File: config.mk
export PLATFORM = sky130hd
export DESIGN_NAME = multi_fan_pwm
export DESIGN_NICKNAME = d
export VERILOG_FILES = /design/src/rtl/multi_fan_pwm.sv
export SDC_FILE = /design/constraint.sdc
export NUM_CORES = 1
export LEC_CHECK = 0
export ABC_AREA = 1
export CAP_MARGIN = 5
export CORE_MARGIN = 10
export CORE_UTILIZATION = 25
export CTS_BUF_LIST = sky130_fd_sc_hd__clkbuf_8
export DETAILED_ROUTE_END_ITERATION = 16
export PLACE_DENSITY = 0.41
export SETUP_SLACK_MARGIN = 0.02
export SLEW_MARGIN = 20
export SYNTH_ARGS = -nofsm -noshare
export SYNTH_HDL_FRONTEND = slang
export SYNTH_SLANG_ARGS = --single-unit
export TNS_END_PERCENT = 10
File: constraint.sdc
create_clock -name clk -period 3.6 [get_ports clk]
set_input_delay 0.36 -clock clk [delete_from_list [all_inputs] [get_ports clk]]
set_output_delay 0.36 -clock clk [all_outputs]
set_load 0.05 [all_outputs]
File: src/rtl/multi_fan_pwm.sv
// Multi-channel fan PWM generator: one shared period counter, per-channel
// kick-start / rate-limited ramp state machines, registered PWM outputs.
module multi_fan_pwm #(
    parameter int CHANNELS     = 4,
    parameter int WIDTH        = 8,
    parameter int PRESCALE     = 1,
    parameter int RAMP_STEP    = 1,
    parameter int RAMP_PERIODS = 1,
    parameter int KICK_PERIODS = 2
) (
    input  logic                      clk,
    input  logic                      arst,
    input  logic [CHANNELS-1:0]       en,
    input  logic [CHANNELS*WIDTH-1:0] speed,
    output logic [CHANNELS-1:0]       pwm_data,
    output logic [CHANNELS*WIDTH-1:0] duty,
    output logic [CHANNELS-1:0]       ramping,
    output logic                      period_start
);

    localparam int PRE_W = (PRESCALE > 1) ? $clog2(PRESCALE) : 1;
    localparam int RC_W  = (RAMP_PERIODS > 1) ? $clog2(RAMP_PERIODS) : 1;
    localparam int KC_W  = (KICK_PERIODS > 0) ? $clog2(KICK_PERIODS + 1) : 1;

    localparam logic [PRE_W-1:0] PRE_LAST = PRE_W'(PRESCALE - 1);
    localparam logic [WIDTH-1:0] CNT_LAST = WIDTH'((2 ** WIDTH) - 2);
    localparam logic [RC_W-1:0]  RC_LAST  = RC_W'(RAMP_PERIODS - 1);
    localparam logic [KC_W-1:0]  KC_LOAD  = KC_W'(KICK_PERIODS);
    localparam logic [KC_W-1:0]  KC_ONE   = KC_W'(1);
    localparam logic [WIDTH-1:0] STEP_N   = WIDTH'(RAMP_STEP);
    localparam logic [WIDTH:0]   STEP_W   = (WIDTH + 1)'(RAMP_STEP);

    typedef enum logic [1:0] {IDLE, KICK, RUN} state_t;

    logic [PRE_W-1:0] pre_q;
    logic [WIDTH-1:0] cnt_q;
    logic [RC_W-1:0]  rc_q;
    logic             tick;
    logic             boundary;
    logic             ramp_ev;

    // One ramp step toward tgt, clamped at tgt; the extra bit catches carry/borrow.
    function automatic logic [WIDTH-1:0] ramp_toward(input logic [WIDTH-1:0] cur,
                                                      input logic [WIDTH-1:0] tgt);
        logic [WIDTH:0] up;
        logic [WIDTH:0] dn;
        up = {1'b0, cur} + STEP_W;
        dn = {1'b0, cur} - STEP_W;
        if (cur < tgt)
            ramp_toward = (up > {1'b0, tgt}) ? tgt : up[WIDTH-1:0];
        else
            ramp_toward = (dn[WIDTH] || (dn[WIDTH-1:0] < tgt)) ? tgt : dn[WIDTH-1:0];
    endfunction

    function automatic logic [WIDTH-1:0] start_duty(input logic [WIDTH-1:0] tgt);
        start_duty = (tgt < STEP_N) ? tgt : STEP_N;
    endfunction

    assign tick     = (pre_q == PRE_LAST);
    assign boundary = tick && (cnt_q == CNT_LAST);
    assign ramp_ev  = boundary && (rc_q == RC_LAST);

    always_ff @(posedge clk) begin
        if (arst) begin
            pre_q        <= '0;
            cnt_q        <= '0;
            rc_q         <= '0;
            period_start <= 1'b0;
        end else begin
            pre_q <= tick ? '0 : pre_q + 1'b1;
            if (tick)
                cnt_q <= boundary ? '0 : cnt_q + 1'b1;
            if (boundary)
                rc_q <= ramp_ev ? '0 : rc_q + 1'b1;
            period_start <= boundary;
        end
    end

    for (genvar i = 0; i < CHANNELS; i++) begin : g_ch
        state_t           state_q, state_d;
        logic [KC_W-1:0]  kc_q, kc_d;
        logic [WIDTH-1:0] duty_q, duty_d;
        logic [WIDTH-1:0] tgt;
        logic             pwm_q, pwm_d;
        logic             ramp_q, ramp_d;

        assign tgt = en[i] ? speed[i*WIDTH +: WIDTH] : '0;

        always_ff @(posedge clk) begin
            if (arst) begin
                state_q <= IDLE;
                kc_q    <= '0;
                duty_q  <= '0;
                pwm_q   <= 1'b0;
                ramp_q  <= 1'b0;
            end else begin
                state_q <= state_d;
                kc_q    <= kc_d;
                duty_q  <= duty_d;
                pwm_q   <= pwm_d;
                if (boundary)
                    ramp_q <= ramp_d;
            end
        end

        // State and duty only move on a period boundary, so no period is cut short.
        always_comb begin
            state_d = state_q;
            kc_d    = kc_q;
            duty_d  = duty_q;
            if (boundary) begin
                case (state_q)
                    IDLE: begin
                        if (tgt != '0) begin
                            if (KICK_PERIODS > 0) begin
                                state_d = KICK;
                                kc_d    = KC_LOAD;
                            end else begin
                                state_d = RUN;
                                duty_d  = start_duty(tgt);
                            end
                        end
                    end
                    KICK: begin
                        if (tgt == '0) begin
                            state_d = IDLE;
                            kc_d    = '0;
                            duty_d  = '0;
                        end else if (kc_q <= KC_ONE) begin
                            state_d = RUN;
                            kc_d    = '0;
                            duty_d  = tgt;
                        end else begin
                            kc_d = kc_q - KC_ONE;
                        end
                    end
                    RUN: begin
                        if (ramp_ev) begin
                            duty_d = ramp_toward(duty_q, tgt);
                            if (duty_d == '0)
                                state_d = IDLE;
                        end
                    end
                    default: begin
                        state_d = IDLE;
                        kc_d    = '0;
                        duty_d  = '0;
                    end
                endcase
            end
        end

        always_comb begin
            pwm_d  = (state_q == KICK) || (cnt_q < duty_q);
            ramp_d = (state_d == KICK) || (duty_d != tgt);
        end

        assign pwm_data[i]                = pwm_q;
        assign ramping[i]                 = ramp_q;
        assign duty[i*WIDTH +: WIDTH]     = duty_q;
    end

endmodule

# Word level (Yosys, flattened, before mapping)
# Cells that the tools add are included.
dict set report op_classes {
  n_addsub 15
  mul 0
  n_div 0
  n_lt_le_gt_ge 20
  eq_ne 21
  shift 0
  mux 94
  bitwise_logic 6
  reduce_logical 35
}
# op count
set ops {}
lappend ops {{8-bit two-way mux} 45}
lappend ops {{8-bit less-than comparator} 12}
lappend ops {{8-bit one-hot mux with 3 select lines} 4}
lappend ops {{2-bit two-way mux} 36}
lappend ops {{8-bit zero test} 8}
lappend ops {{2-bit one-hot mux with 3 select lines} 8}
lappend ops {{8-bit by 1-bit adder with 9-bit output, second input constant} 4}
lappend ops {{9-bit by 8-bit > comparator with 1-bit output} 4}
lappend ops {{8-bit by 1-bit subtractor with 9-bit output, second input constant} 4}
lappend ops {{8-bit inequality test} 4}
lappend ops {{8-bit nonzero test} 4}
lappend ops {{2-bit by 1-bit equality test with 1-bit output, second input constant} 8}
lappend ops {{1-bit logical OR} 12}
lappend ops {{3-bit AND reduction} 4}
lappend ops {{8-bit by 1-bit adder with 8-bit output, second input constant} 1}
lappend ops {{2-bit equality test, second input constant} 4}
lappend ops {{8-bit equality test, second input constant} 1}
lappend ops {{2-bit by 1-bit less-or-equal comparator with 1-bit output, second input constant} 4}
lappend ops {{2-bit zero test} 4}
lappend ops {{2-bit inequality test, second input constant} 4}
lappend ops {{2-bit by 1-bit subtractor with 2-bit output, second input constant} 4}
lappend ops {{1-bit NOT} 6}
lappend ops {{1-bit adder, second input constant} 2}
lappend ops {{1-bit logical AND} 2}
lappend ops {{2 further kinds} 2}
dict set report totals {
  reg_bits 67
  latch_bits 0
  ramBits 0
  romBits 0
  inputBits 38
  output_inout_bits 41
  word_cells 215
  n_memories 0
}

# Depth between registers and ports, before layout
# Gate-level depths: netlist (run 1).
dict set report logic_depth {
  word_depth 15
  mapped_depth 31
  ltp_nobuf 30
}

# Least setup slack after synthesis (run 1)
# No wires, ideal clock.
dict set report synth_path {
  path_type {flip-flop to flip-flop}
  from {reg g_ch[3].duty_q[0]}
  to {reg g_ch[3].ramp_q}
  setup_ps 113
  arrival_ps 3437
  required_ps 3487
  setup_slack_ps 51
  path_stages_with_launch 25
  n_path_buf 0
  period_less_slack_ps 3549
  path_cell_list {dfxtp_1 > clkinv_1 > ha_1 > nand4_1 > xor2_1 > inv_1 > ha_1 > nand2_1 > nor2_1 > nor2_1 > nand3_1 > nand2_1 > nand2_1 > nand3_1 > nand3_1 > nand2_1 > nand3_1 > nand2_1 > nand2_1 > nand2_1 > nand3_1 > nor2_1 > nand3_1 > nand2_1 > nand2_1}
}
dict set report synth_via {
  elab_chain_cells 15
  elab_cells_between_ends 25
  cone_classes {2 x add/sub; 3 x order compare; 2 x eq/ne; 15 x mux; 3 x reduce/logical}
}
# element line
set synth_rtl {}
lappend synth_rtl {{start: declaration} 82} ;# logic [WIDTH-1:0] duty_q, duty_d;
lappend synth_rtl {{start signal: assignment} 99} ;# duty_q <= duty_d;
lappend synth_rtl {{8-bit by 1-bit subtractor with 9-bit output} 48} ;# dn = {1'b0, cur} - STEP_W;
lappend synth_rtl {{8-bit less-than comparator} 52} ;# ramp_toward = (dn[WIDTH] || (dn[WIDTH-1:0] < tgt)) ? tgt : dn[WIDTH-1:0];
lappend synth_rtl {{1-bit logical OR} 52}
lappend synth_rtl {{8-bit two-way mux} 52}
lappend synth_rtl {{8-bit two-way mux} 49} ;# if (cur < tgt)
lappend synth_rtl {{8-bit two-way mux} 138} ;# if (ramp_ev) begin
lappend synth_rtl {{8-bit two-way mux} 112} ;# case (state_q)
lappend synth_rtl {{8-bit two-way mux} 111} ;# if (boundary) begin
lappend synth_rtl {{8-bit zero test} 140} ;# if (duty_d == '0)
lappend synth_rtl {{2-bit two-way mux} 140}
lappend synth_rtl {{2-bit two-way mux} 138}
lappend synth_rtl {{2-bit one-hot mux with 3 select lines} 112}
lappend synth_rtl {{2-bit two-way mux} 111}
lappend synth_rtl {{2-bit by 1-bit equality test with 1-bit output} 155} ;# ramp_d = (state_d == KICK) || (duty_d != tgt);
lappend synth_rtl {{1-bit logical OR *} 155}
lappend synth_rtl {{end signal: assignment} 102} ;# ramp_q <= ramp_d;
lappend synth_rtl {{end: declaration} 85} ;# logic ramp_q, ramp_d;
# Every way passes the cells marked *; elsewhere a longest branch is shown, timed or not. The select of a mux whose other input is x is not followed.
# A chain may end at the register's enable or synchronous reset.

# Worst setup path in the final report (run 1)
dict set report layout_path {
  from {reg g_ch[2].duty_q[0]}
  to {reg g_ch[2].ramp_q}
}
dict set report layout_via {
  elab_chain_cells 15
  elab_cells_between_ends 25
  cone_classes {2 x add/sub; 3 x order compare; 2 x eq/ne; 15 x mux; 3 x reduce/logical}
}
# element line
set layout_rtl {}
lappend layout_rtl {{start: declaration} 82}
lappend layout_rtl {{start signal: assignment} 99}
lappend layout_rtl {{8-bit by 1-bit subtractor with 9-bit output} 48}
lappend layout_rtl {{8-bit less-than comparator} 52}
lappend layout_rtl {{1-bit logical OR} 52}
lappend layout_rtl {{8-bit two-way mux} 52}
lappend layout_rtl {{8-bit two-way mux} 49}
lappend layout_rtl {{8-bit two-way mux} 138}
lappend layout_rtl {{8-bit two-way mux} 112}
lappend layout_rtl {{8-bit two-way mux} 111}
lappend layout_rtl {{8-bit zero test} 140}
lappend layout_rtl {{2-bit two-way mux} 140}
lappend layout_rtl {{2-bit two-way mux} 138}
lappend layout_rtl {{2-bit one-hot mux with 3 select lines} 112}
lappend layout_rtl {{2-bit two-way mux} 111}
lappend layout_rtl {{2-bit by 1-bit equality test with 1-bit output} 155}
lappend layout_rtl {{1-bit logical OR *} 155}
lappend layout_rtl {{end signal: assignment} 102}
lappend layout_rtl {{end: declaration} 85}
# Marks and branches as above.

==> metrics.txt, run 1 <==
ratio of total power to cell area=154.9 nW/um^2; vias per cell=4.699; total detailed-routing wirelength=38250 um; layout-stage area growth over the synthesis result=32.13%; Setup CP Type=register to register; Warnings, synthesis=0; top cells by area in the synthesized netlist=sky130_fd_sc_hd__nand2_1, sky130_fd_sc_hd__ha_1, sky130_fd_sc_hd__dfxtp_1; Crit. End Element=register; number of nets with antenna violations after detailed routing=0; Max Buffers Root-to-Sink=2; most instantiated cells after synthesis=sky130_fd_sc_hd__nand2_1, sky130_fd_sc_hd__nand3_1, sky130_fd_sc_hd__inv_1; synthesized netlist net count=1883; post-synthesis share of cell area spent on xor and xnor gates=0.03664; Peak supply drop=129.0 uV; die outline width=218.0 um; startpoint class of the critical path=register; number of non-filler instances in the completed layout=2448; number of enable flip-flop cells after synthesis=0; overflow left after global routing=0; final worst-path setup slack=0.2580 ns; drt wl/cell=15.63 um; CTS root buffer=sky130_fd_sc_hd__clkbuf_8; initial DRC count=644; slowest stage cell, crit path=sky130_fd_sc_hd__dfxtp_4; Final Cycle Share=0.9283; Final HPWL DP=30020 um; total leakage power=6.467 nW; highest cell delay on the worst timing path=0.37 ns; die height=218.0 um; number of port buffers=78; total of flip-flops plus latches after synthesis=67; post-route clock skew=0.02471 ns; wire length of the first global-routing pass=60310 um; area inside the core boundary=38740 um^2; number of antenna violations at the first check in global routing=1; final critical path time including I/O delays and setup=3.342 ns; worst hold slack=0.4595 ns; number of buffers inserted during clock tree synthesis=9; placer congestion estimate=0.8721; Cells after DPL=2418; worst slew slack as a fraction of its limit=0.4970; Synth Area in Compound Gates=0.1218; fraction of post-synthesis cell area in the top cell type by area=0.2348; outcome=finished, final reports clean; simple-gate share of the synthesized area=0.4351; cell seen most often among critical-path stages=sky130_fd_sc_hd__nand2_1; Vias=11500; path category of the worst min-delay check=register to register; total inserted antenna cells=0; number of setup violations in the final report=0; Post-Route Utilization=0.3343; number of maximum-capacitance constraint violations=0; most frequent cell after synthesis=sky130_fd_sc_hd__nand2_1; Worst Setup Slack post-DPL=-0.08629 ns; Worst-path clk slew=0.08 ns; WP data required=3.92 ns; Global Route Usage Sum=0.1567; RSZ-0062 raised after global routing=true; main combinational cell family by area after synthesis=simple AND/OR/NAND/NOR gates; endpoints failing hold=0; total iterations of the first detailed-routing run=5; Arrival @ worst endpoint=3.67 ns; multiplexer share of the synthesized area=0; starting utilization of the core area=0.2530; mean instance size in the synthesized netlist=5.715 um^2; Ports=79; Layout Nets=2093; Post-Synthesis Cells=1715; residual DRC count=0; leading area contributor after synthesis=sky130_fd_sc_hd__nand2_1; biggest fanout along the worst timing path=8; worst slew pin tran=0.7494 ns; Adder-Cell Fraction of Synth Area=0.1660; number of sinks handled by clock tree synthesis=67; share of synthesized area occupied by flip-flops and latches=0.1369; ys async rst share=0; Overall Power=2.005 mW; floorplan die area=47520 um^2; ratio of cells with drive above 1 in the final layout=0.1653; Pins Over Slew Limit=0; number of H-tree branching levels=3; Clk Latency, worst-skew pair=0.39 ns; number of global-route vias before repair=10930; Achievable Freq=0.2992 GHz; cell area after synthesis=9801 um^2; library cells used by synthesis=43; clock tree from TritonCTS=built; pin count of the biggest net entering global routing=36; most used flip-flop cell after synthesis=sky130_fd_sc_hd__dfxtp_1; number of rows created at floorplan=72
[repair_timing]
| action | in CTS | in global routing |
|---|---|---|
| setup endpoints to repair | 1 | 8 |
| pin swaps | 1 | 37 |
| hold buffers | 0 | 0 |
| setup buffers | 1 | 13 |
| resized for setup | 2 | 137 |
[worst paths after layout]
check / end / cells after the start / slack (ns) / startpoint
setup reg to reg: g_ch[2].ramp_q / 26 / 0.26 / g_ch[2].duty_q[0]
hold / removal: g_ch[0].ramp_q / 2 / 0.46 / g_ch[0].ramp_q
setup / recovery: g_ch[2].ramp_q / 26 / 0.26 / g_ch[2].duty_q[0]
hold reg to reg: g_ch[0].ramp_q / 2 / 0.46 / g_ch[0].ramp_q
[power by group]
part,leakage (nW),internal [mW],switching [mW],total (mW)
registers,0.550,0.739,0.00423,0.743
logic,5.81,0.220,0.328,0.547
clock network,0.103,0.346,0.369,0.715
total,6.47,1.30,0.701,2.01
[logic make-up after synthesis]
family / after synthesis
compound gates: 224
xor+xnor: 41
fa+ha+maj: 130
buf+inv: 250
flops: 67
other cells: 1
simple gates: 1002
[cell usage in the layout (no fill, tap or decap), drive strengths merged, types with 5 or more instances in the layout]
master and instances:
xnor2 5, a21oi 149, dfxtp 67, nand2 622
a31oi 7, nor2 117, clkdlybuf4s50 77, nand4 27
buf 173, xor2 36, o211ai 8, nor3 13
o21ai 45, ha 130, nand3 205, nand3b 5
clkbuf 10, inv 199
[routing by layer]
| layer | up-vias | track usage | part of all wire |
|---|---|---|---|
| li1 | 6017 | - | - |
| met1 | 5255 | 0.2097 | 0.48 |
| met2 | 200 | 0.2614 | 0.47 |
| met3 | 30 | 0.02316 | 0.033 |
| met4 | 0 | 0.03078 | 0.011 |
| met5 | - | 0 | 0 |
[per-stage QoR]
step | cell area, um^2 | TNS [ns]
floorplan | 9801 | 0
global placement | 12150 | -0.07827
detailed placement | 12150 | -0.08629
CTS | 12370 | 0
global route | 12950 | 0
finish | 12950 | 0
[flip-flops by register name (all words and copies together), names as in the netlist]
signal and flops:
g_ch.duty_q 32, cnt_q 8, g_ch.kc_q 8, g_ch.state_q 8
g_ch.pwm_q 4, g_ch.ramp_q 4, period_start 1, pre_q 1
rc_q 1
[critical path, delay by kind of cell, from the launching register on]
family | cells | cell delay (ns)
AND/OR/NAND/NOR | 16 | 1.29
buffers and inverters | 7 | 0.83
flip-flops | 1 | 0.37
adder cells (fa/ha/maj) | 1 | 0.29
AO/OA/AOI/OAI | 1 | 0.25
XOR/XNOR | 1 | 0.23
[area by class of cell]
type	count	area (um^2)
Multi-Input combinational cell	1398	7854
Timing Repair Buffer	250	2105
Inverter	199	752.0
Tap cell	518	648.1
Fill cell	4451	25790
Clock inverter	6	72.57
Clock buffer	10	137.6
Sequential cell	67	1381
No activity file was read; power rests on OpenSTA's default activity.
==> inputs of run 2 (changes only) <==
- CELL_PAD_IN_SITES_DETAIL_PLACEMENT: unset -> 0
- CELL_PAD_IN_SITES_GLOBAL_PLACEMENT: unset -> 1
- GPL_ROUTABILITY_DRIVEN: unset -> 1
- PLACE_DENSITY: 0.41 -> 0.54
==> run 2 against run 1 <==
  * Final area grew 3.9%
  * Fmax decreased by 1.5%
  * Clock power up 9.7%
  * Non-clock buffer count rose by 19
  * Combinational power is 5.1% higher
  * Cell count increased by 0.82%
  * Critical path type unchanged
  * Critical endpoint is now g_ch[1].ramp_q
  * Largest cell class unchanged
==> metrics.txt, run 2 (synthesis results as in run 1) <==
pin count of the biggest net entering global routing=54 (was 36); Global Route Usage Sum=0.1614 (was 0.1567); Final Cycle Share=0.9421 (was 0.9283); ratio of cells with drive above 1 in the final layout=0.2006 (was 0.1653); net load switching power=0.7208 mW (was 0.7007 mW); worst reg2reg path startpoint=g_ch[1].duty_q[0] (was g_ch[2].duty_q[0]); Worst-path clk slew=0.09 ns (was 0.08 ns); number of rows created at floorplan=72 (unchanged); number of antenna violations at the first check in global routing=0 (was 1); Peak supply drop=115.1 uV (was 129.0 uV); Pins Over Slew Limit=0 (unchanged); biggest fanout along the worst timing path=8 (unchanged); hold depth=2 (unchanged); highest cell delay on the worst timing path=0.38 ns (was 0.37 ns); Clk Latency, worst-skew pair=0.39 ns (about the same); wire length of the first global-routing pass=61550 um (was 60310 um); worst hold slack=0.4648 ns (was 0.4595 ns); number of flip-flops under the largest register name=32 (unchanged); initial DRC count=627 (was 644); # hold bufs at CTS=0 (unchanged); number of setup violations in the final report=0 (unchanged); Final HPWL DP=30760 um (was 30020 um); RSZ-0062 raised after global routing=true (unchanged); Arrival @ worst endpoint=3.68 ns (was 3.67 ns); total detailed-routing wirelength=39330 um (was 38250 um); startpoint class of the critical path=register (unchanged); summed negative setup slack over all endpoints=0 ns (unchanged); total iterations of the first detailed-routing run=5 (unchanged); outcome=finished, final reports clean (unchanged); total leakage power=6.625 nW (was 6.467 nW); CTS root buffer=sky130_fd_sc_hd__clkbuf_8 (unchanged); part of the total power dissipated in sequential elements=0.354 (was 0.370); area inside the core boundary=38740 um^2 (unchanged); most frequent standard cell in the layout excluding fill and tap cells=sky130_fd_sc_hd__nand2_1 (unchanged); number of sinks handled by clock tree synthesis=67 (unchanged); total area of multi-input combinational cells=8182 um^2 (was 7854 um^2); number of buffers inserted during clock tree synthesis=9 (unchanged); Net Sw Frac=0.3428 (was 0.3494); capture point of the worst reg-to-reg path=g_ch[1].ramp_q (was g_ch[2].ramp_q); die height=218.0 um (unchanged); Crit. End Element=register (unchanged); post-route clock skew=0.01394 ns (was 0.02471 ns); layout-stage area growth over the synthesis result=37.34% (was 32.13%); minimum setup slack among reg-to-reg paths=0.21 ns (was 0.26 ns); Max Buffers Root-to-Sink=2 (unchanged); number of nets with antenna violations after detailed routing=0 (unchanged); Top reg by flops=g_ch.duty_q (unchanged); final critical path time including I/O delays and setup=3.391 ns (was 3.342 ns); Overall Power=2.103 mW (was 2.005 mW); vias per cell=4.684 (was 4.699); fill cell instance count of the final layout=4332 (was 4451); Ports=79 (unchanged); number of maximum-capacitance constraint violations=0 (unchanged); worst-case hold path end point=g_ch[0].ramp_q (unchanged); slowest stage cell, crit path=sky130_fd_sc_hd__dfxtp_4 (unchanged); die outline width=218.0 um (unchanged); clock tree from TritonCTS=built (unchanged); portion of total power attributed to combinational logic=0.274 (was 0.273); worst min-delay path startpoint=g_ch[0].ramp_q (unchanged); Setup CP Type=register to register (unchanged); floorplan die area=47520 um^2 (unchanged); Sequential Area=1379 um^2 (was 1381 um^2); WP data required=3.89 ns (was 3.92 ns); clock network fraction of total power=0.373 (was 0.357); worst slew pin tran=0.8812 ns (was 0.7494 ns); endpoints failing hold=0 (unchanged); number of port buffers=78 (unchanged); internal cell power=1.382 mW (was 1.305 mW); number of cells on the worst reg-to-reg path=25 (was 26); path category of the worst min-delay check=register to register (unchanged); overflow left after global routing=0 (unchanged); residual DRC count=0 (unchanged); number of global-route vias before repair=11110 (was 10930); worst slew slack as a fraction of its limit=0.4104 (was 0.4970); starting utilization of the core area=0.2530 (unchanged); drt wl/cell=15.94 um (was 15.63 um); Layout Nets=2112 (was 2093); Achievable Freq=0.2949 GHz (was 0.2992 GHz); placer congestion estimate=0.8627 (was 0.8721); cell seen most often among critical-path stages=sky130_fd_sc_hd__nand2_1 (unchanged); number of H-tree branching levels=3 (unchanged); ratio of total power to cell area=156.2 nW/um^2 (was 154.9 nW/um^2); most frequent cells in the layout=sky130_fd_sc_hd__nand2_1, sky130_fd_sc_hd__inv_1, sky130_fd_sc_hd__buf_4 (was sky130_fd_sc_hd__nand2_1, sky130_fd_sc_hd__nand3_1, sky130_fd_sc_hd__inv_1); Vias=11560 (was 11500)
[run 2: cell types whose count changed in the layout (fill, tap and decap cells not counted), moves of 12 or more]
cell,previous run,this run
sky130_fd_sc_hd__buf_4,163,177
sky130_fd_sc_hd__nand2_1,598,579
sky130_fd_sc_hd__nand2_2,18,35
sky130_fd_sc_hd__nand3_1,184,171
sky130_fd_sc_hd__nand3_2,17,29
[run 2: how the worst max path moves through the flow]
stage / startpoint / endpoint / slack [ns] / cells after the start
final: g_ch[1].duty_q[0] / g_ch[1].ramp_q / 0.21 / 25
after global routing: g_ch[1].duty_q[0] / g_ch[1].ramp_q / -0.03 / 25
after CTS: g_ch[1].duty_q[0] / g_ch[1].ramp_q / 0.006 / 24
after detailed placement: en[1] / g_ch[1].ramp_q / -0.31 / 21
after global placement: en[1] / g_ch[1].ramp_q / -0.34 / 21
after floorplan: g_ch[3].duty_q[0] / g_ch[3].ramp_q / 0.05 / 24
[run 2: repair_timing]
action | CTS | global route
buffers inserted | 0 | 25
setup endpoints to repair | 2 | 8
pin swaps | 0 | 74
gates cloned | 0 | 0
gates resized for setup | 7 | 205
[run 2: area by class of cell]
type | count | area share
timing repair buffer | 269 | 0.1682
inverter | 199 | 0.05633
clock buffer | 10 | 0.01022
multi-input combinational | 1398 | 0.6078
clock inverter | 6 | 0.006600
tap | 518 | 0.04815
sequential | 67 | 0.1024
antenna | 1 | 0.0001859
[run 2: power groups by stage]
stage	logic, mW	registers (mW)	clock network (mW)
finish	0.575	0.744	0.784
global route	0.650	0.745	0.836
CTS	0.550	0.749	0.812
detailed placement	0.546	0.767	0
global placement	0.546	0.766	0
floorplan	0.314	0.767	0
[run 2: critical path: cells and delay by family (launching register included)]
kind	cells	cell delay, ns
DFF	1	0.38
adders and majority gates	1	0.36
buffers and inverters	3	0.34
and+or+nand+nor	20	2.13
AOI/OAI and AO/OA	1	0.08
[run 2: through the flow]
step / instances / area [um^2] / worst slack [ns] / utilization
global placement: 2426 / 12210 / -0.3398 / 0.3151
global route: 2467 / 13460 / -0.03413 / 0.3474
CTS: 2442 / 12450 / 0.006037 / 0.3214
detailed placement: 2426 / 12210 / -0.3114 / 0.3151
floorplan: 1715 / 9801 / 0.05053 / -
finish: 2468 / 13460 / 0.2086 / 0.3475
[run 2: per-layer routing]
metal,part of all wire,track usage,vias up,routed length [um]
met5,0,0,-,0
met4,0.012,0.03795,0,478
met3,0.024,0.01387,24,956
met2,0.47,0.2731,157,18500
met1,0.49,0.2164,5313,19400
li1,-,-,6066,-
==> inputs of run 3 (changes only) <==
--- a/config.mk
+++ b/config.mk
@@ -22,2 +22,2 @@
 export SYNTH_SLANG_ARGS = --single-unit
-export TNS_END_PERCENT = 10
+export TNS_END_PERCENT = 5
==> constraint.sdc (replaced) <==
create_clock -name clk -period 3.6 [get_ports clk]
set_input_delay 0.54 -clock clk [delete_from_list [all_inputs] [get_ports clk]]
set_output_delay 0.54 -clock clk [all_outputs]
set_load 0.05 [all_outputs]
==> run 3 against run 2 <==
  * Final area grew 2.8%
  * Sequential power is essentially flat
  * Hold slack worse by 0.0047 ns
  * Sequential share of layout area decreased by 0.24 points
  * Sequential cell count unchanged
  * Global-route usage up 0.18 points
  * Total power is 2.6% lower
  * Via count grew 2.5%
  * Wire length is 0.14% higher
  * Die area is the same
  * Largest cell class unchanged
  * Clock power shrank 10%
==> metrics.txt, run 3 (synthesis results as in run 1) <==
Setup CP Type=register to register (unchanged); floorplan die area=47520 um^2 (unchanged); number of flip-flops under the largest register name=32 (unchanged); layout-stage area growth over the synthesis result=41.21% (was 37.34%); Final HPWL DP=31050 um (was 30760 um); most frequent cells in the layout=sky130_fd_sc_hd__nand2_1, sky130_fd_sc_hd__buf_4, sky130_fd_sc_hd__inv_1 (was sky130_fd_sc_hd__nand2_1, sky130_fd_sc_hd__inv_1, sky130_fd_sc_hd__buf_4); Pins Over Slew Limit=0 (unchanged); Final Cycle Share=0.9387 (was 0.9421); number of antenna violations at the first check in global routing=0 (unchanged); outcome=finished, final reports clean (unchanged); total iterations of the first detailed-routing run=5 (unchanged); startpoint class of the critical path=register (unchanged); biggest fanout along the worst timing path=5 (was 8); Layout Nets=2175 (was 2112); worst slew pin tran=0.8249 ns (was 0.8812 ns); vias per cell=4.682 (was 4.684); number of nets with antenna violations after detailed routing=0 (unchanged); Post-Route Utilization=0.3573 (was 0.3475); path category of the worst min-delay check=register to register (unchanged); starting utilization of the core area=0.2530 (unchanged); number of H-tree branching levels=3 (unchanged); final critical path time including I/O delays and setup=3.379 ns (was 3.391 ns); # hold bufs at CTS=0 (unchanged); highest cell delay on the worst timing path=0.37 ns (was 0.38 ns); worst slew slack as a fraction of its limit=0.4481 (was 0.4104); WP data required=3.87 ns (was 3.89 ns); Top reg by flops=g_ch.duty_q (unchanged); number of setup violations in the final report=0 (unchanged); clock tree from TritonCTS=built (unchanged); Worst-path clk slew=0.09 ns (about the same); overflow left after global routing=0 (unchanged); cell seen most often among critical-path stages=sky130_fd_sc_hd__nand2_1 (unchanged); Clk Latency, worst-skew pair=0.39 ns (about the same); Max Buffers Root-to-Sink=2 (unchanged); placer congestion estimate=0.8791 (was 0.8627); summed negative setup slack over all endpoints=0 ns (unchanged); total detailed-routing wirelength=39390 um (was 39330 um); endpoints failing hold=0 (unchanged); total leakage power=6.897 nW (was 6.625 nW); residual DRC count=0 (unchanged); die outline width=218.0 um (unchanged); Arrival @ worst endpoint=3.65 ns (was 3.68 ns); slowest stage cell, crit path=sky130_fd_sc_hd__dfxtp_4 (unchanged); most frequent standard cell in the layout excluding fill and tap cells=sky130_fd_sc_hd__nand2_1 (unchanged); pin count of the biggest net entering global routing=54 (unchanged); Peak supply drop=138.3 uV (was 115.1 uV); number of buffers inserted during clock tree synthesis=9 (unchanged); Vias=11850 (was 11560); CTS root buffer=sky130_fd_sc_hd__clkbuf_8 (unchanged); number of global-route vias before repair=11470 (was 11110); drt wl/cell=15.57 um (was 15.94 um); worst hold slack=0.4602 ns (was 0.4648 ns); ratio of cells with drive above 1 in the final layout=0.2167 (was 0.2006); number of port buffers=78 (unchanged); number of rows created at floorplan=72 (unchanged); die height=218.0 um (unchanged); RSZ-0062 raised after global routing=true (unchanged); Achievable Freq=0.2959 GHz (was 0.2949 GHz); number of maximum-capacitance constraint violations=0 (unchanged); Ports=79 (unchanged); ratio of total power to cell area=148.0 nW/um^2 (was 156.2 nW/um^2); total inserted antenna cells=0 (was 1); initial DRC count=575 (was 627); wire length of the first global-routing pass=62520 um (was 61550 um); area inside the core boundary=38740 um^2 (unchanged); Crit. End Element=register (unchanged); number of sinks handled by clock tree synthesis=67 (unchanged); Global Route Usage Sum=0.1632 (was 0.1614); post-route clock skew=0.02357 ns (was 0.01394 ns)
==> run 3: cell types whose count changed in the layout (fill, tap and decap cells not counted), sizes merged <==
cell / delta
diode: -1
clkdlybuf4s50: -1
bufinv: -1
dlymetal6s2s: +1
buf: +63
inv: +2
clkbuf: -1
==> run 3: per-stage QoR <==
step / std cells / setup slack [ns] / power [mW] / instance area [um^2]
4_1_cts: 2505 / 0.01172 / 2.070 / 12920
2_1_floorplan: 1715 / 0.05053 / 1.080 / 9801
3_3_place_gp: 2489 / -0.3458 / 1.343 / 12700
5_1_grt: 2530 / -0.04300 / 2.182 / 13840
6_report: 2530 / 0.2208 / 2.048 / 13840
3_5_place_dp: 2489 / -0.3982 / 1.345 / 12700
==> run 3: critical path, delay by kind of cell, from the launching register on <==
| family | cells | cell delay (ns) |
|---|---|---|
| compound gates | 2 | 0.17 |
| fa+ha+maj | 1 | 0.27 |
| buf+inv | 7 | 0.70 |
| flops | 1 | 0.37 |
| simple gates | 18 | 1.75 |
==> run 3: repair_timing <==
| item | in CTS | in global routing |
|---|---|---|
| gates resized for setup | 7 | 184 |
| buffers inserted | 0 | 26 |
| setup endpoints to repair | 4 | 11 |
| gates cloned | 0 | 0 |
| pin swaps | 1 | 54 |
==> run 3: final cells by class <==
class                      instances  area, um^2
inverter                         199       754.5
sequential                        67        1384
tap                              518       648.1
clock buffer                       9       123.9
multi-input combinational       1398        8108
clock inverter                     7       75.07
fill                            4336       24900
timing repair buffer             332        2746
==> run 3: per-layer routing <==
layer,track usage,vias up,routed length [um]
li1,-,6174,-
met1,0.2172,5428,19080
met2,0.2769,203,18510
met3,0.01553,41,1203
met4,0.03865,0,595
met5,0,-,0
==> run 3: path summary, 6_finish.rpt <==
check,start,end,slack [ns],depth (start not counted)
setup / recovery,g_ch[2].duty_q[0],g_ch[2].ramp_q,0.22,28
hold / removal,rc_q,rc_q,0.46,2
setup reg to reg,g_ch[2].duty_q[0],g_ch[2].ramp_q,0.22,28
hold reg to reg,rc_q,rc_q,0.46,2
==> run 3: where the power goes <==
group	leakage, nW	internal [mW]	switching, mW
clock network	0.0923	0.324	0.380
logic	6.25	0.261	0.340
registers	0.552	0.739	0.00356
total	6.90	1.32	0.724
